$ cat config.mk
export PLATFORM = sky130hd
export DESIGN_NAME = mul_seq_ctrl_flat
export DESIGN_NICKNAME = d
export VERILOG_FILES = /design/src/rtl/mul_seq_ctrl_if.sv /design/src/rtl/mul_seq_ctrl.sv /design/src/flat_wrapper.sv
export SDC_FILE = /design/constraint.sdc
export NUM_CORES = 1
export LEC_CHECK = 0
export CAP_MARGIN = 10
export CORE_MARGIN = 2
export CORE_UTILIZATION = 30
export DETAILED_ROUTE_END_ITERATION = 16
export PLACE_DENSITY = 0.49
export SLEW_MARGIN = 10
export SYNTH_ARGS = -nofsm -noshare
export SYNTH_HDL_FRONTEND = slang
export SYNTH_HIERARCHICAL = 1
export SYNTH_SLANG_ARGS = --single-unit
$ cat constraint.sdc
create_clock -name clk -period 9.3 [get_ports clk]
set_input_delay 2.325 -clock clk [delete_from_list [all_inputs] [get_ports clk]]
set_output_delay 2.325 -clock clk [all_outputs]
set_load 0.1 [all_outputs]
$ cat src/rtl/mul_seq_ctrl_if.sv
// Operand/result handshake bundle for the sequential multiplier.
// master = the EX-stage side driving operands and taking the product,
// slave  = the multiplier controller.
interface mul_seq_ctrl_if;
  logic        flush;
  logic        in_valid;
  logic        in_ready;
  logic [31:0] op_a;
  logic [31:0] op_b;
  logic        out_valid;
  logic        out_ready;
  logic [63:0] product;
  logic        busy;

  modport master (
    output flush, in_valid, op_a, op_b, out_ready,
    input  in_ready, out_valid, product, busy
  );

  modport slave (
    input  flush, in_valid, op_a, op_b, out_ready,
    output in_ready, out_valid, product, busy
  );
endinterface

$ cat src/rtl/mul_seq_ctrl.sv
// Sequential 32x32 unsigned shift-add multiplier sharing one 32-bit
// carry-select adder across 32 iterations.
//
// state | meaning
// ------+-------------------------------------------------------------
// IDLE  | ready for operands (in_ready=1)
// RUN   | one shift-add iteration per cycle, cnt counts 0..31
// DONE  | product presented (out_valid=1) until out_ready

// 32-bit carry-select adder built from 4-bit blocks.
module carryselectadder32bit (
  input  logic [31:0] a,
  input  logic [31:0] b,
  input  logic        cin,
  output logic [31:0] sum,
  output logic        cout
);
  logic [8:0] c;

  assign c[0] = cin;

  for (genvar g = 0; g < 8; g++) begin : g_blk
    logic [4:0] s0;
    logic [4:0] s1;
    assign s0 = {1'b0, a[4*g +: 4]} + {1'b0, b[4*g +: 4]};
    assign s1 = s0 + 5'd1;
    assign sum[4*g +: 4] = c[g] ? s1[3:0] : s0[3:0];
    assign c[g+1] = c[g] ? s1[4] : s0[4];
  end

  assign cout = c[8];
endmodule

module mul_seq_ctrl #(
  parameter bit BYPASS_TRIVIAL = 1'b1
) (
  input  logic          clk,
  input  logic          rst,
  mul_seq_ctrl_if.slave bus
);
  typedef enum logic [1:0] {
    IDLE = 2'd0,
    RUN  = 2'd1,
    DONE = 2'd2
  } state_t;

  state_t      state;
  state_t      state_nxt;
  logic [31:0] mcand;
  logic [31:0] acc_hi;
  logic [31:0] acc_lo;
  logic [4:0]  cnt;

  logic [31:0] add_b;
  logic [31:0] add_sum;
  logic        add_c;
  logic        unused_cout;
  logic        trivial;

  assign trivial = BYPASS_TRIVIAL && ((bus.op_a == 32'd0) || (bus.op_b == 32'd0));

  assign add_b = acc_lo[0] ? mcand : 32'd0;

  // The adder's own carry-out is left unused; the carry into acc_hi[31]
  // is rebuilt from the operand and sum MSBs.
  carryselectadder32bit u_add (
    .a    (acc_hi),
    .b    (add_b),
    .cin  (1'b0),
    .sum  (add_sum),
    .cout (unused_cout)
  );

  assign add_c = (acc_hi[31] & add_b[31]) | ((acc_hi[31] ^ add_b[31]) & ~add_sum[31]);

  // State register.
  always_ff @(posedge clk or posedge rst) begin
    if (rst) state <= IDLE;
    else     state <= state_nxt;
  end

  // Next-state decode; flush wins over accept and over completion.
  always_comb begin
    state_nxt = state;
    unique case (state)
      IDLE: if (!bus.flush && bus.in_valid) state_nxt = RUN;
      RUN: begin
        if (bus.flush)           state_nxt = IDLE;
        else if (cnt == 5'd31)   state_nxt = DONE;
      end
      DONE: begin
        if (bus.flush || bus.out_ready) state_nxt = IDLE;
      end
      default: state_nxt = IDLE;
    endcase
  end

  // Operand load and shift-add datapath. A trivial (zero) operand enters
  // RUN with zeroed accumulators and cnt preset to 31, so a single
  // iteration of adding zero lands in DONE one edge after accept.
  always_ff @(posedge clk or posedge rst) begin
    if (rst) begin
      mcand  <= 32'd0;
      acc_hi <= 32'd0;
      acc_lo <= 32'd0;
      cnt    <= 5'd0;
    end else if (bus.flush) begin
      cnt <= 5'd0;
    end else begin
      case (state)
        IDLE: begin
          if (bus.in_valid) begin
            mcand  <= bus.op_a;
            acc_hi <= 32'd0;
            if (trivial) begin
              acc_lo <= 32'd0;
              cnt    <= 5'd31;
            end else begin
              acc_lo <= bus.op_b;
              cnt    <= 5'd0;
            end
          end
        end
        RUN: begin
          {acc_hi, acc_lo} <= {add_c, add_sum, acc_lo[31:1]};
          cnt              <= cnt + 5'd1;
        end
        default: ;
      endcase
    end
  end

  assign bus.in_ready  = (state == IDLE);
  assign bus.out_valid = (state == DONE);
  assign bus.busy      = (state != IDLE);
  assign bus.product   = {acc_hi, acc_lo};
endmodule

$ cat src/flat_wrapper.sv
// flat-port wrapper written by rule: the top's interface ports become plain ports
module mul_seq_ctrl_flat 
#(
  parameter bit BYPASS_TRIVIAL = 1'b1
)
  (clk, rst, bus_flush, bus_in_valid, bus_op_a, bus_op_b, bus_out_ready, bus_in_ready, bus_out_valid, bus_product, bus_busy);
  mul_seq_ctrl_if bus_i ();
  input  logic clk;
  input  logic rst;
  input wire logic [$bits(bus_i.flush)-1:0] bus_flush;
  input wire logic [$bits(bus_i.in_valid)-1:0] bus_in_valid;
  input wire logic [$bits(bus_i.op_a)-1:0] bus_op_a;
  input wire logic [$bits(bus_i.op_b)-1:0] bus_op_b;
  input wire logic [$bits(bus_i.out_ready)-1:0] bus_out_ready;
  output wire logic [$bits(bus_i.in_ready)-1:0] bus_in_ready;
  output wire logic [$bits(bus_i.out_valid)-1:0] bus_out_valid;
  output wire logic [$bits(bus_i.product)-1:0] bus_product;
  output wire logic [$bits(bus_i.busy)-1:0] bus_busy;
  assign bus_i.flush = bus_flush;
  assign bus_i.in_valid = bus_in_valid;
  assign bus_i.op_a = bus_op_a;
  assign bus_i.op_b = bus_op_b;
  assign bus_i.out_ready = bus_out_ready;
  assign bus_in_ready = bus_i.in_ready;
  assign bus_out_valid = bus_i.out_valid;
  assign bus_product = bus_i.product;
  assign bus_busy = bus_i.busy;
  mul_seq_ctrl #(.BYPASS_TRIVIAL(BYPASS_TRIVIAL)) u_core (.clk(clk), .rst(rst), .bus(bus_i));
endmodule
==> flow_summary.toml, run 1 <==
[worst_setup_path]
start_kind = "register"
crit_fanout = 5
critPathCaptureType = "register"
required_ns = 9.54
crit_arrival_ns = 5.49
path_class = "register to register"

[clock_network]
postCtsSetupRepairBufs = 0
holdBufCountCts = 0
cts_buffers = 9
cts_resized = 0
cts.clk_slew.worst_paths_ns = 0.07
root_buffer = "clkbuf_16"
htree_levels = 3
clkSinkCount = 103
insertion_delay_ns = 0.35
tritoncts = "built"
clock_path_buffers = 2

[pwr]
vdd_drop_max_mv = 0.1120
p_leak_nw = 3.838
powerDensity_nw_per_um2 = 257.5

[die]
coreArea_um2 = 21890
dieArea_um2 = 23580
rows = 54
die_w_um = 153.6
io_pins = 136
fp.dieH_um = 153.6
start_util = 0.3065

[sta]
hold_viol = 0
period_share = 0.5646
fmax_mhz = 190.5
skew_ns = 0.008088
worst_slack_ns = 4.050
rsz0062_at_grt = "false"
maxSlewViolCount = 0
setup_tns_ns = 0
worst_slew_pin_slew_ns = 1.022
whs_ns = 0.4988
maxSlewHeadroom = 0.3166
min_period_ns = 5.250
finalSetupViolations = 0

[placement]
numPortBuffers = 135
dp_slack_ns = 3.844
dp_hpwl_um = 12890
place_congestion = 0.8083

[yosys]
syn-cell-area_um2 = 6710
yosys_warnings = 6
avgSynthCellArea_um2 = 10.84
synthCells = 619

[cells_and_area]
ff_latch_area_um2 = 2577
fin_nets = 862
layout_commonest_cell = "clkdlybuf4s50_1"
layout_common_cells = "135 x clkdlybuf4s50_1, 103 x dfrtp_1, 50 x a21oi_1"
nFillCells = 2214
n_antenna_cell = 0
drive_above_1_share = 0.1004
syn2layout_area_growth_pct = 27.56
multi_input_area_um2 = 3790

[drt]
vias = 5186
wl_per_cell_um = 17.36
initialDrtViolationCount = 266
antenna_left = 0
vias_per_cell = 5.050
drc = 0
firstDrtPassIters = 6
postRouteWirelength_um = 17830

[grt]
grt_max_degree = 75
grt-ovfl-total = 0
grtUsageTotal = 0.1545
grt_pass1_wl_um = 29440
antenna_found_initial = 0
grt_pass1_vias = 5524

[worst_hold_path]
hold_path.class = "register to register"

[run]
max-cap-violations = 0

[run_status]
status = "finished clean"
flip-flops by register name (all words and copies together) (netlist names):
name	count
u_core/acc_hi	32
u_core/acc_lo	32
u_core/cnt	5
u_core/mcand	32
u_core/state	2
layer usage:
metal,vias up,routed length (um),track usage,part of all wire
li1,2526,-,-,-
met1,2531,8226,0.2036,0.46
met3,14,756,0.02818,0.042
met5,-,0,0,0
met4,0,165,0.03757,0.0093
met2,115,8683,0.2635,0.49
worst max-delay path: stages, from the launching register on:
cell and delay [ns]:
dfrtp_1 0.46, and2_1 0.18, ha_1 0.20, fa_1 0.46, or4bb_1 0.49, o21ai_0 0.18
o31ai_1 0.12, a221oi_2 0.35, mux2i_1 0.38, mux2i_1 0.38, mux2i_1 0.41, mux2i_2 0.42
mux2i_4 0.40, xnor2_2 0.18, mux2_4 0.32, a22o_1 0.21
final cells by class:
| cell class | count | area share |
|---|---|---|
| clock inverters | 7 | 0.006578 |
| repair buffers | 143 | 0.1649 |
| clock buffers | 9 | 0.02631 |
| well taps | 280 | 0.04093 |
| inverters | 39 | 0.01740 |
| flip-flops and latches | 103 | 0.3011 |
| multi-input cells | 446 | 0.4428 |
report_power, final:
group          internal, mW  leakage (nW)  switching, mW
Combinational         0.396          2.42          0.805
Clock                 0.184         0.125          0.184
Sequential            0.544          1.30         0.0908
Total                  1.12          3.84           1.08
metrics by stage:
stage,utilization,cell area (um^2),total power [mW],std cells
2_1_floorplan,-,6725,1.553,623
3_3_place_gp,0.3781,8278,1.832,1011
3_5_place_dp,0.3781,8278,1.851,1011
4_1_cts,0.3910,8559,2.229,1027
5_1_grt,0.3910,8559,2.329,1027
6_report,0.3910,8559,2.204,1027
path summary, 6_finish.rpt:
kind | depth (start not counted) | endpoint | startpoint | slack [ns]
max | 15 | u_core/acc_hi[28] | u_core/acc_lo[0] | 4.05
min | 1 | u_core/mcand[29] | u_core/mcand[29] | 0.50
max reg2reg | 15 | u_core/acc_hi[28] | u_core/acc_lo[0] | 4.05
min reg2reg | 1 | u_core/mcand[29] | u_core/mcand[29] | 0.50
max in group asynchronous | 3 | u_core/acc_hi[26] | rst | 5.64
min in group asynchronous | 2 | u_core/acc_hi[11] | rst | 2.32
(Power assumes the default switching activity.)
==> inputs of run 2 (changes only) <==
--- a/config.mk
+++ b/config.mk
@@ -9,7 +9,7 @@
 export CORE_MARGIN = 2
 export CORE_UTILIZATION = 30
 export DETAILED_ROUTE_END_ITERATION = 16
-export PLACE_DENSITY = 0.49
+export PLACE_DENSITY = 0.51
 export SLEW_MARGIN = 10
 export SYNTH_ARGS = -nofsm -noshare
 export SYNTH_HDL_FRONTEND = slang
==> constraint.sdc (replaced) <==
create_clock -name clk -period 4.3 [get_ports clk]
set_input_delay 1.075 -clock clk [delete_from_list [all_inputs] [get_ports clk]]
set_output_delay 1.075 -clock clk [all_outputs]
set_load 0.1 [all_outputs]
==> flow_summary.toml, run 2 (synthesis results as in run 1) <==
[placement]
place_congestion = 0.8523
dpl_cell_area_um2 = 8477
dp_slack_ns = -0.2842
dp_hpwl_um = 13210
numPortBuffers = 135

[grt]
antenna_found_initial = 0
grt_pass1_wl_um = 30310
grt_pass1_vias = 5586
grt-ovfl-total = 0
grt_max_degree = 82
grtUsageTotal = 0.1592

[die]
coreArea_um2 = 21890
rows = 54
io_pins = 136
dieArea_um2 = 23580
fp.dieH_um = 153.6
die_w_um = 153.6
start_util = 0.3065

[pwr]
vdd_drop_max_mv = 0.2565
p_leak_nw = 4.052
powerDensity_nw_per_um2 = 564.6

[run]
max-cap-violations = 0

[worst_hold_path]
hold_path.class = "register to register"

[cells_and_area]
reg.largest.list = "u_core/acc_hi: 32 flops, u_core/acc_lo: 32 flops, u_core/mcand: 32 flops"
layout_common_cells = "132 x clkdlybuf4s50_1, 102 x dfrtp_1, 49 x a21oi_1"
fin_nets = 892
layout_commonest_cell = "clkdlybuf4s50_1"
drive_above_1_share = 0.1506
final_area_um2 = 8889
syn2layout_area_growth_pct = 32.46
n_antenna_cell = 0

[sta]
worst_slew_pin_slew_ns = 1.071
maxSlewHeadroom = 0.2862
min_period_ns = 4.474
period_share = 1.041
fmax_mhz = 223.5
worst_slack_ns = -0.1742
finalSetupViolations = 5
whs_ns = 0.4963
skew_ns = 0.006407
rsz0062_at_grt = "true"
maxSlewViolCount = 0
hold_viol = 0

[run_status]
violations = "negative setup slack"
status = "finished, violations left"

[worst_setup_path]
crit_chain = "buf_4 > and2_1 > ha_1 > or4bb_1 > o21ai_2 > o31ai_2 > a221oi_2 > mux2i_1 > mux2i_1 > mux2i_1 > buf_4 > mux2i_2 > buf_4 > mux2i_4 > mux2i_1 > xnor2_1 > inv_1 > a21oi_2 > o21ai_1"
critPathCaptureType = "register"
crit_fanout = 6
required_ns = 4.53
slowest_delay_ns = 0.52
path_class = "register to register"
critPathMostFrequentCell = "mux2i_1"
crit_arrival_ns = 4.70
start_kind = "register"
cp_slowest_cell = "or4bb_1"

[clock_network]
root_buffer = "clkbuf_16"
holdBufCountCts = 0
htree_levels = 3
insertion_delay_ns = 0.35
clock_path_buffers = 2
cts.clk_slew.worst_paths_ns = 0.07
cts_buffers = 9
clkSinkCount = 103
tritoncts = "built"

[drt]
vias = 5374
postRouteWirelength_um = 18540
wl_per_cell_um = 17.54
initialDrtViolationCount = 272
vias_per_cell = 5.084
drc = 0
antenna_left = 0
firstDrtPassIters = 4
==> run 2: changes by cell type in the layout (fill, tap and decap cells not counted), moves of 2 or more <==
cell | previous run | this run
buf_4 | 8 | 41
bufinv_16 | 0 | 2
clkbuf_8 | 0 | 2
clkdlybuf4s50_1 | 135 | 132
clkinv_2 | 0 | 2
clkinvlp_4 | 4 | 0
o21ai_0 | 7 | 4
o21ai_1 | 0 | 2
xnor2_1 | 29 | 27
==> run 2: worst max-delay path: cells and delay by family, from the launching register on <==
family                     cells  cell delay [ns]
buffers and inverters          4             0.55
muxes                          6             1.59
adders and majority gates      1             0.33
xor gates and xnor gates       1             0.14
and+or+nand+nor                2             0.67
DFF                            1             0.42
AOI/OAI and AO/OA              5             0.65
==> run 2: per-layer routing <==
layer | vias up | global-route usage | part of all wire | routed length [um]
li1 | 2578 | - | - | -
met2 | 147 | 0.2495 | 0.46 | 8478
met1 | 2629 | 0.2203 | 0.47 | 8730
met3 | 20 | 0.03692 | 0.054 | 994
met4 | 0 | 0.04587 | 0.018 | 337
met5 | - | 0 | 0 | 0
==> run 2: metrics by stage <==
step                      power (mW)    util  setup TNS (ns)  std cells
after detailed placement       4.101  0.3872          -1.063       1036
final                          5.018  0.4060         -0.6499       1057
after global routing           5.312  0.4060          -2.651       1057
after CTS                      5.067  0.4063          -1.469       1059
after floorplan                3.371       -          -3.353        623
after global placement         4.070  0.3872         -0.5007       1036
==> run 2: layout make-up <==
cell class,instances,area [um^2]
clock buffers,11,252.7
flip-flops and latches,103,2579
inverters,39,148.9
multi-input cells,446,3850
well taps,280,350.3
fillers,2139,13000
clock inverters,5,78.83
repair buffers,173,1629
==> run 2: power by group <==
part,internal [mW],switching [mW]
combinational,0.945,1.78
sequential,1.18,0.192
clock,0.543,0.380
==> run 2: timing repair <==
| item | 4_1_cts | 5_1_grt |
|---|---|---|
| resized for setup | 6 | 3 |
| setup endpoints to repair | 7 | 12 |
| pin swaps | 14 | 8 |
| setup buffers | 7 | 0 |
==> run 2: path summary, 6_finish.rpt <==
check,cells after the start,start,endpoint,slack (ns)
min reg2reg,1,u_core/mcand[29],u_core/mcand[29],0.50
max reg2reg,19,u_core/acc_lo[0],u_core/acc_hi[31],-0.17
max,19,u_core/acc_lo[0],u_core/acc_hi[31],-0.17
min,1,u_core/mcand[29],u_core/mcand[29],0.50
max in group asynchronous,3,rst,u_core/acc_lo[8],2.09
min in group asynchronous,2,rst,u_core/mcand[20],1.34
==> inputs of run 3 (changes only) <==
--- a/config.mk
+++ b/config.mk
@@ -6,7 +6,7 @@
 export NUM_CORES = 1
 export LEC_CHECK = 0
 export CAP_MARGIN = 10
-export CORE_MARGIN = 2
+export CORE_MARGIN = 4
 export CORE_UTILIZATION = 30
 export DETAILED_ROUTE_END_ITERATION = 16
 export PLACE_DENSITY = 0.51
==> flow_summary.toml, run 3 (synthesis results as in run 1) <==
[run_status]
status = "finished, violations left"
violations = "negative setup slack"

[clock_network]
holdBufCountCts = 0
cts.clk_slew.worst_paths_ns = 0.07
clock_path_buffers = 2
htree_levels = 3
root_buffer = "clkbuf_16"
insertion_delay_ns = 0.36
cts_buffers = 9
tritoncts = "built"
clkSinkCount = 103

[grt]
grt_pass1_wl_um = 30030
grt-ovfl-total = 0
grt_max_degree = 67
grtUsageTotal = 0.1515
antenna_found_initial = 1
grt_pass1_vias = 5781

[sta]
setup_tns_ns = -0.7021
maxSlewHeadroom = 0.2812
worst_slew_pin_slew_ns = 1.077
worst_slack_ns = -0.1465
hold_viol = 0
min_period_ns = 4.446
skew_ns = 0.01057
maxSlewViolCount = 0
period_share = 1.034
rsz0062_at_grt = "true"
fmax_mhz = 224.9
finalSetupViolations = 9

[worst_setup_path]
ff2ff_path_depth = 16
crit_arrival_ns = 4.69
required_ns = 4.54
start_kind = "register"
crit_fanout = 3
critPathCaptureType = "register"
path_class = "register to register"

[die]
rows = 54
fp.dieH_um = 157.6
start_util = 0.3065
dieArea_um2 = 24820
coreArea_um2 = 21890
die_w_um = 157.6
io_pins = 136

[drt]
antenna_left = 0
drc = 0
wl_per_cell_um = 17.33
vias_per_cell = 5.058
vias = 5361
firstDrtPassIters = 5
initialDrtViolationCount = 222
postRouteWirelength_um = 18370

[cells_and_area]
nFillCells = 2124
n_antenna_cell = 0
finalNonFillerCells = 1060
reg.largest.list = "u_core/acc_hi: 32 flops, u_core/acc_lo: 32 flops, u_core/mcand: 32 flops"
multi_input_area_um2 = 3870
ff_latch_area_um2 = 2579
layout_common_cells = "132 x clkdlybuf4s50_1, 102 x dfrtp_1, 49 x a21oi_1"
fin_nets = 895
postLayoutCoreUtil = 0.4066
syn2layout_area_growth_pct = 32.65
layout_commonest_cell = "clkdlybuf4s50_1"
drive_above_1_share = 0.1577

[run]
max-cap-violations = 0

[pwr]
powerDensity_nw_per_um2 = 551.2
vdd_drop_max_mv = 0.3151
p_leak_nw = 4.025

[worst_hold_path]
min_path_cells = 1
hold_path.class = "register to register"

[placement]
dp_slack_ns = -0.3373
dp.cells = 1035
dp_hpwl_um = 13680
place_congestion = 0.8173
numPortBuffers = 135
-- run 3: report_power, final --
group	total [mW]	internal (mW)	switching (mW)
registers	1.38	1.18	0.201
logic	2.73	0.948	1.78
clock network	0.802	0.399	0.403
-- run 3: what timing repair did --
action,in CTS,in global routing
buffers inserted,7,2
endpoints found under the setup margin,7,11
pin swaps,8,5
resized for setup,6,6
-- run 3: path summary, 6_finish.rpt --
kind	start	endpoint	slack, ns
max in group asynchronous	rst	u_core/acc_hi[1]	2.39
min reg2reg	u_core/mcand[30]	u_core/mcand[30]	0.50
max reg2reg	u_core/acc_lo[0]	u_core/acc_hi[28]	-0.15
min	u_core/mcand[30]	u_core/mcand[30]	0.50
max	u_core/acc_lo[0]	u_core/acc_hi[28]	-0.15
min in group asynchronous	rst	u_core/mcand[31]	1.16
-- run 3: metal layers --
| metal | wire length (um) | vias up | track usage |
|---|---|---|---|
| li1 | - | 2599 | - |
| met1 | 8514 | 2596 | 0.2055 |
| met2 | 8505 | 137 | 0.2402 |
| met3 | 937 | 27 | 0.03217 |
| met4 | 402 | 2 | 0.05285 |
| met5 | 13 | - | 0 |
-- run 3: worst max-delay path, stage by stage, from the launching register on --
cell and delay, ns:
dfrtp_2 0.42, and2_4 0.15, ha_4 0.15, fa_2 0.33, or4bb_1 0.51, o21ai_2 0.14, o31ai_2 0.09, a221oi_2 0.29
mux2i_1 0.33, mux2i_1 0.30, mux2i_1 0.21, buf_4 0.15, mux2i_4 0.26, mux2i_4 0.33, xnor2_2 0.17, mux2_4 0.32
a22o_1 0.19
-- run 3: cell type report --
class | instances | share of cell area
flip-flops and latches | 103 | 0.2897
clock buffers | 9 | 0.02530
multi-input cells | 446 | 0.4348
well taps | 280 | 0.03936
clock inverters | 7 | 0.006326
repair buffers | 176 | 0.1878
inverters | 39 | 0.01673
-- run 3: stage by stage --
stage / total power [mW] / hold WS (ns) / instance area [um^2]
floorplan: 3.371 / 0.4712 / 6754
global placement: 4.063 / 0.4820 / 8482
detailed placement: 4.104 / 0.4865 / 8482
CTS: 4.942 / 0.5038 / 8848
global route: 5.174 / 0.5128 / 8901
finish: 4.906 / 0.5003 / 8901
